==> config.mk <==
export PLATFORM = sky130hd
export DESIGN_NAME = sat_counter
export DESIGN_NICKNAME = d
export VERILOG_FILES = /design/src/rtl/test_status_monitor_sat_counter.sv
export SDC_FILE = /design/constraint.sdc
export NUM_CORES = 1
export LEC_CHECK = 0
export ABC_AREA = 1
export ABC_CLOCK_PERIOD_IN_PS = 2400
export BUFFER_PORTS_ARGS = -buffer_cell sky130_fd_sc_hd__buf_4
export CAP_MARGIN = 5
export CORE_MARGIN = 5
export CORE_UTILIZATION = 57
export CTS_CLUSTER_SIZE = 16
export DETAILED_ROUTE_END_ITERATION = 12
export PLACE_DENSITY = 0.81
export SYNTH_ARGS = -nofsm -noshare
export SYNTH_HDL_FRONTEND = slang
export SYNTH_SLANG_ARGS = --single-unit
==> constraint.sdc <==
create_clock -name clk -period 2.4 [get_ports clk]
set_input_delay 0.36 -clock clk [delete_from_list [all_inputs] [get_ports clk]]
set_output_delay 0.36 -clock clk [all_outputs]
set_load 0.1 [all_outputs]
==> src/rtl/test_status_monitor_sat_counter.sv <==
// Up-counter that sticks at all-ones instead of wrapping; clr has priority over inc.
module sat_counter #(
  parameter int unsigned W = 32
) (
  input  logic         clk,
  input  logic         rst,
  input  logic         clr,
  input  logic         inc,
  output logic [W-1:0] q
);

  logic [W-1:0] r_q;

  always_ff @(posedge clk or posedge rst) begin
    if (rst) begin
      r_q <= '0;
    end else if (clr) begin
      r_q <= '0;
    end else if (inc && (r_q != '1)) begin
      r_q <= r_q + W'(1);
    end
  end

  assign q = r_q;

endmodule

## Word level (Yosys, flattened, before mapping)

Cells that the tools add are included.

- Output and inout port bits: 32
- Bits in registers: 32

- Add/subtract/negate cells: 1
- Equality and inequality tests: 1
- Reduce and logical (&&, ||, !) cells: 2
- Mux-type cells: 2

Operators by type and width:

| cell | number |
|---|---|
| two-way mux 32 bit | 2 |
| adder 32 x 1 -> 32 bit (second input constant) | 1 |
| inequality test 32 bit (second input constant) | 1 |
| nonzero test 2 bit | 1 |
| logical AND 1 bit | 1 |

## Longest topological paths before layout

Gate-level depths: netlist of the first run.

- Depth after elaboration: 4
- Gate-level depth with buffers: 12

## Worst setup path after synthesis of the first run

OpenSTA, ideal clock, no wires.

- Path kind: flip-flop to flip-flop
- From: register r_q[1] (netlist: q[1])
- To: register r_q[13] (netlist: q[13])
- Data required time: 2.277 ns
- Data arrival time: 2.348 ns
- Slack: -0.071 ns
- Cell stages (with the launch flop): 13
- Path through: dfrtp_1 -> ha_1 -> nand2_1 -> nor2_2 -> nand2_4 -> nor2_8 -> nand2_4 -> nand2_4 -> nand2_4 -> buf_6 -> buf_8 -> nand2_1 -> nand2_1

- Longest elaborated chain between the ends: 3
- Elaborated cells on any way between the ends: 6

RTL lines:

| what | RTL line | source |
|---|---|---|
| start: declaration | 12 | `logic [W-1:0] r_q;` |
| start signal: assignment | 20 | `r_q <= r_q + W'(1);` |
| adder 32 x 1 -> 32 bit or inequality test 32 bit (tied branches) | 20, 19 |  |
| two-way mux 32 bit or logical AND 1 bit (tied branches) | 19 | `end else if (inc && (r_q != '1)) begin` |
| two-way mux 32 bit or nonzero test 2 bit (tied branches) | -- |  |

Several ways; a longest one is shown, not always the timed one. The select of a mux whose other input is x is not followed.
A chain may end at the register's enable or synchronous reset.

## Worst setup path in the final report of the first run

- From: register r_q[1] (netlist: q[1])
- To: register r_q[5] (netlist: q[5])

The elaborated chain is that of the path after synthesis.

==> results.yml, run 1 <==
place:
  io_buffer_count: 35
  place_ws_ns: 0.367
  place_area_sq_um: 2570
  globalplace.congestion: 0.912
  dp_hpwl_um: 4240
power:
  power.internal_mw: 0.793
  p_sw_share_pct: 25.5
  power.switching_mw: 0.272
  power_frac_comb_pct: 7.9
  vdd_drop_max_mv: 0.252
  seq_power_share_pct: 51.3
  p_leak_nw: 1.32
  clkPwrFrac_pct: 40.9
  powerDensity_nw_per_um2: 400
synth:
  synth_top_family_by_area: "simple AND/OR/NAND/NOR gates"
  synthCells: 360
  synth_mux_area_share_pct: 0
  seq_area_frac_synth_pct: 35.2
  yosysUniqueCellTypes: 29
  synth_compound_area_share_pct: 5.56
  synth_fa_ha_area_share_pct: 0.550
  ys_seq_elements: 32
  async_flop_share_pct: 100
  synth_nets: 365
  synth.avg_cell_area_sq_um: 6.32
  yosysWarnings: 0
  synth_xor_area_share_pct: 1.54
  syn-cell-area_sq_um: 2270
  synth_top_flop_cell: "dfrtp_1"
  yosys.area_share.simple_pct: 48.9
  synth-edff-count: 0
sta:
  slew_headroom_pct: 61.4
  tightest_slew_ns: 0.577
  max_clock_freq_mhz: 483
  fin_crit_ns: 2.07
  fin_skew_ns: 0.00849
  drv_slew: 0
  rsz0062_at_grt: "false"
  fin_ws_ns: 0.331
  min_period_over_period_pct: 86.2
  setup_viol: 0
  setup_tns_ns: 0
  hold_violations: 0
hold_path:
  hold_class: "in -> async"
route:
  drt_wl_total_um: 5800
  antenna_left: 0
  drc: 0
  first_pass_iters: 4
  via_per_inst: 5.21
  vias: 2335
  routedWlPerCell_um: 12.9
  drtIter0Drc: 207
clock_tree:
  clockRootBuffer: "clkbuf_8"
  clk_pin_slew_ns: 0.07
  cts_sinks: 32
  htreeDepth: 2
  cts_resized: 0
  cts_tree: "done"
  hold_buffers: 0
  clk_latency_ns: 0.29
  clockBufferDepth: 2
  post_cts_buffers: 0
  cts_inserted_buffers: 5
setup_path:
  cp.arrival_ns: 2.29
  critPathMostFrequentCell: "nand2_4"
  r2r_cells: 11
  reg2reg_setup_slack_ns: 0.33
  crit_path_cell_trace: "ha_1 -> nand2_1 -> nor2_2 -> nand2_4 -> nor2_8 -> nand2_4 -> nand2_4 -> nand2_4 -> inv_2 -> nand2_1 -> nand2_1"
  cp-end-kind: "flip-flop"
  max_stage_delay_ns: 0.39
  cp_slowest_cell: "dfrtp_2"
  r2r-end: "q[5]$_DFFE_PP0P_"
  criticalPathCategory: "reg -> reg"
  r2r-start: "q[1]$_DFFE_PP0P_"
  start_kind: "flip-flop"
  cp.required_ns: 2.62
  crit_fanout: 21
finish:
  seq_area_sq_um: 803
  largest_register_ffs: 32
  multiInputGateArea_sq_um: 1290
  drive_above_1_share_pct: 16.1
  final_area_sq_um: 2660
  fin_util_pct: 67.5
  nFillCells: 366
  fin_nets: 402
  area_growth_pct: 17.1
  antenna_cells: 0
global_routing:
  grt_pass1_wl_um: 10200
  grt_overflow: 0
  grt_usage_pct: 24.5
  antenna_found_initial: 0
  grt_max_degree: 33
  grt_pass1_vias: 2196
die:
  dieHeight_um: 73.2
  io_pins: 36
  coreArea_sq_um: 3940
  die_w_um: 73.2
  initial_core_util_pct: 57.7
  fp-row-count: 23
  die-area_sq_um: 5350
outcome:
  status: "completed"
run:
  drv_cap: 0
==> layer usage <==
layer  GRT usage (%)  share of wire, %
met5               0                 0
met4            12.1               1.9
met3            3.44               6.7
met2            35.4                46
met1            35.6                46
==> how the worst max path moves through the flow <==
stage | startpoint | endpoint | slack [ns]
2_1_floorplan | q[3]$_DFFE_PP0P_ | q[13]$_DFFE_PP0P_ | 0.11
3_3_place_gp | q[1]$_DFFE_PP0P_ | q[25]$_DFFE_PP0P_ | 0.40
3_5_place_dp | q[1]$_DFFE_PP0P_ | q[26]$_DFFE_PP0P_ | 0.37
4_1_cts | q[1]$_DFFE_PP0P_ | q[26]$_DFFE_PP0P_ | 0.34
5_1_grt | q[1]$_DFFE_PP0P_ | q[6]$_DFFE_PP0P_ | 0.11
6_report | q[1]$_DFFE_PP0P_ | q[5]$_DFFE_PP0P_ | 0.33
==> synth_stat cells, drive strengths merged, types with 3 or more instances <==
library cell | count | share of area [%]
inv | 35 | 5.8
xor2 | 3 | 1.2
dfrtp | 32 | 35
o21ai | 17 | 4.2
buf | 5 | 1.8
nor2 | 61 | 12
nand3 | 30 | 6.6
nand2 | 150 | 26
nand4 | 10 | 2.8
a21oi | 3 | 0.66
clkbuf | 3 | 0.50
==> critical path: cells and delay by family, from the launching register on <==
family                   cells  cell delay [ns]
flip-flops                   1             0.39
AND/OR/NAND/NOR              9             1.06
adder cells (fa/ha/maj)      1             0.19
buffers and inverters        1             0.35
==> layout make-up <==
type                    count  area share, %
multi-input cells         284           48.3
clock buffers               8           3.38
inverters                  36           5.08
flip-flops and latches     32           30.2
repair buffers             38           10.7
well taps                  50           2.35
==> power groups by stage <==
| stage | sequential [mW] | combinational [mW] | clock [mW] |
|---|---|---|---|
| global route | 0.546 | 0.0927 | 0.458 |
| floorplan | 0.577 | 0.0428 | 0 |
| CTS | 0.546 | 0.0847 | 0.442 |
| detailed placement | 0.556 | 0.0846 | 0 |
| finish | 0.546 | 0.0836 | 0.435 |
| global placement | 0.555 | 0.0841 | 0 |
==> per-stage QoR <==
stage               std cells  hold slack (ns)  power [mW]
finish                    448            0.167        1.06
global placement          440            0.479       0.640
CTS                       448            0.190        1.07
detailed placement        440            0.487       0.640
global route              448            0.237        1.10
floorplan                 360            0.476       0.620
==> cell families after synthesis <==
| family | count (synthesis) |
|---|---|
| buffers and inverters | 44 |
| XOR/XNOR | 4 |
| flip-flops | 32 |
| AO/OA/AOI/OAI | 22 |
| adder cells (fa/ha/maj) | 1 |
| AND/OR/NAND/NOR | 257 |
==> layout by cell type (no fill, tap or decap) <==
master	instances
a21oi_1	3
and2_1	2
buf_4	38
clkbuf_1	2
clkbuf_8	6
clkinv_1	1
dfrtp_1	30
dfrtp_2	2
ha_1	1
inv_1	34
inv_2	1
nand2_1	143
nand2_2	3
nand2_4	4
nand3_1	30
nand3b_1	1
nand4_1	10
nor2_1	55
nor2_2	4
nor2_4	1
nor2_8	1
nor3_1	2
o21ai_0	13
o21ai_1	1
o21ai_2	3
o21bai_1	2
or2_2	1
xnor2_1	1
xor2_1	3
No activity file was read; power rests on OpenSTA's default activity.
==> run 2, diff against run 1 <==
--- a/config.mk
+++ b/config.mk
@@ -9,11 +9,10 @@
 export ABC_CLOCK_PERIOD_IN_PS = 2400
 export BUFFER_PORTS_ARGS = -buffer_cell sky130_fd_sc_hd__buf_4
 export CAP_MARGIN = 5
-export CORE_MARGIN = 5
-export CORE_UTILIZATION = 57
+export CORE_UTILIZATION = 48
 export CTS_CLUSTER_SIZE = 16
 export DETAILED_ROUTE_END_ITERATION = 12
-export PLACE_DENSITY = 0.81
+export PLACE_DENSITY = 0.7
 export SYNTH_ARGS = -nofsm -noshare
 export SYNTH_HDL_FRONTEND = slang
 export SYNTH_SLANG_ARGS = --single-unit
==> constraint.sdc (replaced) <==
create_clock -name clk -period 2.4 [get_ports clk]
set_input_delay 0.36 -clock clk [delete_from_list [all_inputs] [get_ports clk]]
set_output_delay 0.36 -clock clk [all_outputs]
set_load 0.01 [all_outputs]
==> run 2 against run 1 <==
  * Combinational power is 24% lower
  * Sequential share of layout area is 0.094 points lower
  * Final cell count is 0.45% higher
  * Die area is 6.3% lower
  * Core utilization is 7.6 points lower
  * Critical path depth stayed put
  * Largest power group unchanged
  * Register-to-register slack hardly changed
==> results.yml, run 2 (synthesis results as in run 1) <==
clock_tree:
  clk_pin_slew_ns: 0.07
  cts_sinks: 32
  post_cts_buffers: 0
  clockBufferDepth: 2
  cts_resized: 0
  hold_buffers: 0
  cts_inserted_buffers: 5
  cts_tree: "done"
  clk_latency_ns: 0.29
  htreeDepth: 2
  clockRootBuffer: "clkbuf_8"
power:
  p_sw_share_pct: 24.1
  power.switching_mw: 0.252
  power_frac_comb_pct: 6.1
  vdd_drop_max_mv: 0.181
  clkPwrFrac_pct: 41.7
  power.internal_mw: 0.792
  seq_power_share_pct: 52.2
  powerDensity_nw_per_um2: 392
  p_leak_nw: 1.32
finish:
  multiInputGateArea_sq_um: 1290
  final_area_sq_um: 2660
  largest_register_ffs: 32
  area_growth_pct: 17.1
  drive_above_1_share_pct: 15.6
  fin_nets: 402
  nFillCells: 456
  seq_area_sq_um: 801
  layout_common_cells: "nand2_1, nor2_1, buf_4"
  antenna_cells: 0
  layout_commonest_cell: "nand2_1"
  finalNonFillerCells: 450
global_routing:
  grt_usage_pct: 24.9
  grt_pass1_vias: 1991
  grt_overflow: 0
  grt_max_degree: 33
  antenna_found_initial: 0
  grt_pass1_wl_um: 9760
sta:
  drv_slew: 0
  max_clock_freq_mhz: 481
  tightest_slew_ns: 0.594
  fin_crit_ns: 2.08
  fin_skew_ns: 0.0107
  setup_tns_ns: 0
  slew_headroom_pct: 60.4
  rsz0062_at_grt: "false"
  min_period_over_period_pct: 86.6
  hold_violations: 0
  setup_viol: 0
place:
  io_buffer_count: 35
  place_inst: 442
  place_area_sq_um: 2570
  globalplace.congestion: 0.871
  dp_hpwl_um: 4290
setup_path:
  cp.required_ns: 2.62
  r2r_cells: 11
  crit_fanout: 21
  max_stage_delay_ns: 0.39
  r2r-start: "q[1]$_DFFE_PP0P_"
  reg2reg_setup_slack_ns: 0.32
  start_kind: "flip-flop"
  cp.arrival_ns: 2.29
  cp-end-kind: "flip-flop"
  criticalPathCategory: "reg -> reg"
  crit_path_cell_trace: "ha_1 -> nand2_1 -> nor2_2 -> nand2_4 -> nor2_8 -> nand2_4 -> nand2_4 -> nand2_4 -> inv_2 -> nand2_1 -> nand2_1"
  cp_slowest_cell: "dfrtp_1"
  r2r-end: "q[24]$_DFFE_PP0P_"
  critPathMostFrequentCell: "nand2_4"
die:
  io_pins: 36
  initial_core_util_pct: 51.2
  coreArea_sq_um: 4440
  dieHeight_um: 70.8
  die_w_um: 70.8
  die-area_sq_um: 5020
  fp-row-count: 24
route:
  drt_wl_total_um: 5830
  first_pass_iters: 4
  drc: 0
  antenna_left: 0
  routedWlPerCell_um: 13.0
  via_per_inst: 5.13
  drtIter0Drc: 204
  vias: 2307
outcome:
  status: "completed"
run:
  drv_cap: 0
hold_path:
  hold_class: "in -> async"
[run 2: cell counts in the layout (fill, tap and decap cells not counted)]
Identical to the previous run, type by type.
[run 2: how the worst max path moves through the flow]
stage | start | end | slack (ns) | cells past startpoint
floorplan | q[1]$_DFFE_PP0P_ | q[13]$_DFFE_PP0P_ | 0.64 | 12
global route | q[1]$_DFFE_PP0P_ | q[2]$_DFFE_PP0P_ | 0.08 | 11
finish | q[1]$_DFFE_PP0P_ | q[24]$_DFFE_PP0P_ | 0.32 | 11
CTS | q[1]$_DFFE_PP0P_ | q[24]$_DFFE_PP0P_ | 0.32 | 11
detailed placement | q[1]$_DFFE_PP0P_ | q[2]$_DFFE_PP0P_ | 0.35 | 11
global placement | q[1]$_DFFE_PP0P_ | q[11]$_DFFE_PP0P_ | 0.37 | 11
[run 2: per-stage QoR]
step	power [mW]	hold slack (ns)	util (%)	setup slack (ns)
detailed placement	0.620	0.489	57.9	0.349
finish	1.04	0.162	59.9	0.323
global route	1.08	0.200	59.9	0.0795
floorplan	0.599	0.476	-	0.637
CTS	1.05	0.177	59.9	0.324
global placement	0.619	0.482	57.9	0.374
[run 2: critical path: cells and delay by family, from the launching register on]
kind / cells / cell delay [ns]
fa+ha+maj: 1 / 0.21
buf+inv: 1 / 0.35
flops: 1 / 0.39
simple gates: 9 / 1.06
[run 2: power by group through the flow]
| stage | clock network, mW | registers [mW] | logic [mW] |
|---|---|---|---|
| CTS | 0.445 | 0.545 | 0.0645 |
| floorplan | 0 | 0.556 | 0.0428 |
| finish | 0.435 | 0.545 | 0.0634 |
| global placement | 0 | 0.555 | 0.0644 |
| global route | 0.464 | 0.545 | 0.0703 |
| detailed placement | 0 | 0.555 | 0.0643 |
[run 2: area by class of cell]
cell class / instances / share of cell area, %
timing repair buffer: 38 / 10.7
clock buffer: 8 / 3.38
tap: 52 / 2.44
inverter: 36 / 5.08
multi-input combinational: 284 / 48.3
sequential: 32 / 30.1
[run 2: metal layers]
layer  global-route usage, %  up-vias  part of all wire [%]
met5                       0        -                     0
met4                    5.33        0                  0.79
met3                    4.70        4                   5.2
met2                    38.0       55                    44
met1                    36.6     1050                    50
li1                        -     1198                     -
==> run 3, diff against run 2 <==
--- a/config.mk
+++ b/config.mk
@@ -5,14 +5,14 @@
 export SDC_FILE = /design/constraint.sdc
 export NUM_CORES = 1
 export LEC_CHECK = 0
-export ABC_AREA = 1
+export ABC_AREA = 0
 export ABC_CLOCK_PERIOD_IN_PS = 2400
 export BUFFER_PORTS_ARGS = -buffer_cell sky130_fd_sc_hd__buf_4
 export CAP_MARGIN = 5
 export CORE_UTILIZATION = 48
 export CTS_CLUSTER_SIZE = 16
 export DETAILED_ROUTE_END_ITERATION = 12
-export PLACE_DENSITY = 0.7
+export PLACE_DENSITY = 0.72
 export SYNTH_ARGS = -nofsm -noshare
 export SYNTH_HDL_FRONTEND = slang
 export SYNTH_SLANG_ARGS = --single-unit
==> run 3 against run 2 <==
  * Final cell count shrank 37%
  * Largest cell class unchanged
  * Routed wire length shrank 26%
  * Global-route usage shrank 1.0 points
  * Sequential power is essentially flat
  * Non-clock buffer count grew 10
  * Combinational power shrank 11%
  * Critical path depth shrank 5
  * Critical endpoint is now q[26]$_DFFE_PP0P_
  * Hold slack lost 0.064 ns
  * Clock power grew 6.9%
  * Register-to-register slack lost 0.25 ns
==> results.yml, run 3 <==
route:
  first_pass_iters: 4
  drtIter0Drc: 75
  drt_wl_total_um: 4310
  vias: 1716
  drc: 0
  via_per_inst: 6.09
  antenna_left: 0
  routedWlPerCell_um: 15.3
finish:
  largest_register_ffs: 32
  layout_commonest_cell: "buf_4"
  nFillCells: 291
  drive_above_1_share_pct: 26.3
  antenna_cells: 0
  fin_nets: 240
  area_growth_pct: 27.8
  layout_common_cells: "buf_4, dfrtp_1, a21oi_1"
  finalNonFillerCells: 282
  final_area_sq_um: 2220
  fin_util_pct: 65.1
clock_tree:
  clockBufferDepth: 2
  clk_pin_slew_ns: 0.10
  cts_sinks: 32
  hold_buffers: 0
  cts_tree: "done"
  cts_inserted_buffers: 5
  htreeDepth: 2
  clockRootBuffer: "clkbuf_4"
  clk_latency_ns: 0.33
synth:
  syn-cell-area_sq_um: 1740
  synthCells: 186
  seq_area_frac_synth_pct: 46.0
  synth.area.top_cells: "dfrtp_1, a21oi_1, o31ai_1, or4_1, or3_1"
  async_flop_share_pct: 100
  synth-edff-count: 0
  synthTopCellsByCount: "dfrtp_1, a21oi_1, o31ai_1"
  synth.avg_cell_area_sq_um: 9.36
  synth_top_area_share_pct: 46.0
  yosysWarnings: 0
  yosysTopAreaCell: "dfrtp_1"
  synth_top_flop_cell: "dfrtp_1"
  ys_seq_elements: 32
  yosysMostFrequentCell: "dfrtp_1"
  synth_nets: 191
  yosysUniqueCellTypes: 33
die:
  dieHeight_um: 62.2
  fp-row-count: 21
  die_w_um: 62.2
  coreArea_sq_um: 3420
  initial_core_util_pct: 51.0
  io_pins: 36
  die-area_sq_um: 3870
sta:
  min_period_over_period_pct: 97.0
  fin_skew_ns: 0.00468
  max_clock_freq_mhz: 430
  hold_slack_ns: 0.0982
  fin_crit_ns: 2.33
  hold_violations: 0
  setup_tns_ns: 0
  setup_viol: 0
  drv_slew: 0
  slew_headroom_pct: 68.8
  tightest_slew_ns: 0.464
global_routing:
  grt_overflow: 0
  grt_usage_pct: 23.8
  antenna_found_initial: 0
  grt_pass1_vias: 1626
  grt_pass1_wl_um: 7340
  grt_max_degree: 33
power:
  power.internal_mw: 0.842
  power.switching_mw: 0.224
  powerDensity_nw_per_um2: 479
  vdd_drop_max_mv: 0.467
  clkPwrFrac_pct: 43.6
  seq_power_share_pct: 51.1
  p_leak_nw: 0.936
  power_frac_comb_pct: 5.3
  p_sw_share_pct: 21.0
setup_path:
  criticalPathCategory: "reg -> reg"
  cp_slowest_cell: "or4_1"
  max_stage_delay_ns: 0.48
  start_kind: "flip-flop"
  critPathTopFamily: "simple AND/OR/NAND/NOR gates"
  path_buf_inv: 0
  r2r-start: "q[1]$_DFFE_PP0P_"
  cp.required_ns: 2.66
  crit_path_cell_trace: "ha_2 -> nand2_1 -> or4_4 -> or3_4 -> or4_1 -> a21oi_1"
  cp.arrival_ns: 2.59
  crit_fanout: 14
  cp-end-kind: "flip-flop"
  crit_start: "q[1]$_DFFE_PP0P_"
hold_path:
  hold_class: "in -> async"
place:
  place_inst: 270
  globalplace.congestion: 0.794
  io_buffer_count: 35
  dp_hpwl_um: 2870
  place_area_sq_um: 2100
run:
  drv_cap: 0
outcome:
  status: "completed"
==> run 3: changes by cell type after synthesis, sizes merged, moves of 5 or more <==
cell   change
nand2    -139
nor2      -55
inv       -27
a21oi     +24
nand3     -20
o31ai     +15
or4       +15
or3       +13
o21ai      -5
==> run 3: worst register-to-register path, stage by stage (launching register included) <==
cell	delay [ns]
dfrtp_1	0.40
ha_2	0.22
nand2_1	0.11
or4_4	0.47
or3_4	0.41
or4_1	0.49
a21oi_1	0.16
==> run 3: final timing paths <==
kind | endpoint | slack, ns | cells after the start
max | q[26]$_DFFE_PP0P_ | 0.07 | 6
min | q[27]$_DFFE_PP0P_ | 0.1 | 3
max reg2reg | q[26]$_DFFE_PP0P_ | 0.07 | 6
min reg2reg | q[31]$_DFFE_PP0P_ | 0.60 | 2
max in group asynchronous | q[18]$_DFFE_PP0P_ | 2.00 | 3
min in group clk | q[0]$_DFFE_PP0P_ | 0.41 | 2
==> run 3: logic make-up (layout without fill, tap and decap cells) <==
family	Yosys count	count (layout)	share of synthesized area, %
DFF	32	32	46.0
muxes	1	1	0.575
xor gates and xnor gates	3	3	1.51
adders and majority gates	1	1	0.719
AOI/OAI and AO/OA	61	61	21.8
buffers and inverters	14	64	3.52
and+or+nand+nor	74	74	25.9
==> run 3: layout make-up <==
class	instances	area [sq um]	area share [%]
inverters	8	30.0	1.35
repair buffers	48	360	16.2
well taps	46	57.6	2.59
clock inverters	1	30.0	1.35
clock buffers	7	65.1	2.92
multi-input cells	140	881	39.6
flip-flops and latches	32	801	36.0
==> run 3: metrics by stage <==
step           power [mW]  setup WS, ns
4_1_cts              1.06        0.0337
6_report             1.07        0.0725
2_1_floorplan       0.582         0.145
5_1_grt              1.11       -0.0285
3_5_place_dp        0.603        0.0622
3_3_place_gp        0.601         0.162
==> run 3: layer usage <==
metal,vias up,routed length [um],global-route usage (%)
met1,844,1900,28.4
met2,44,2200,43.0
li1,824,-,-
met4,0,40,6.40
met5,-,0,0
met3,4,176,5.33
==> run 3: power groups by stage <==
stage                     Clock, mW  Sequential [mW]  Combinational (mW)
final                         0.465            0.545              0.0562
after global routing          0.498            0.546              0.0626
after CTS                     0.472            0.546              0.0459
after detailed placement          0            0.557              0.0459
after global placement            0            0.556              0.0443
after floorplan                   0            0.558              0.0240
==> run 3: what timing repair did <==
item / in CTS / in global routing
hold endpoints to repair: 0 / 0
buffers inserted: 0 / 4
setup endpoints to repair: 0 / 5
resized for setup: 0 / 1
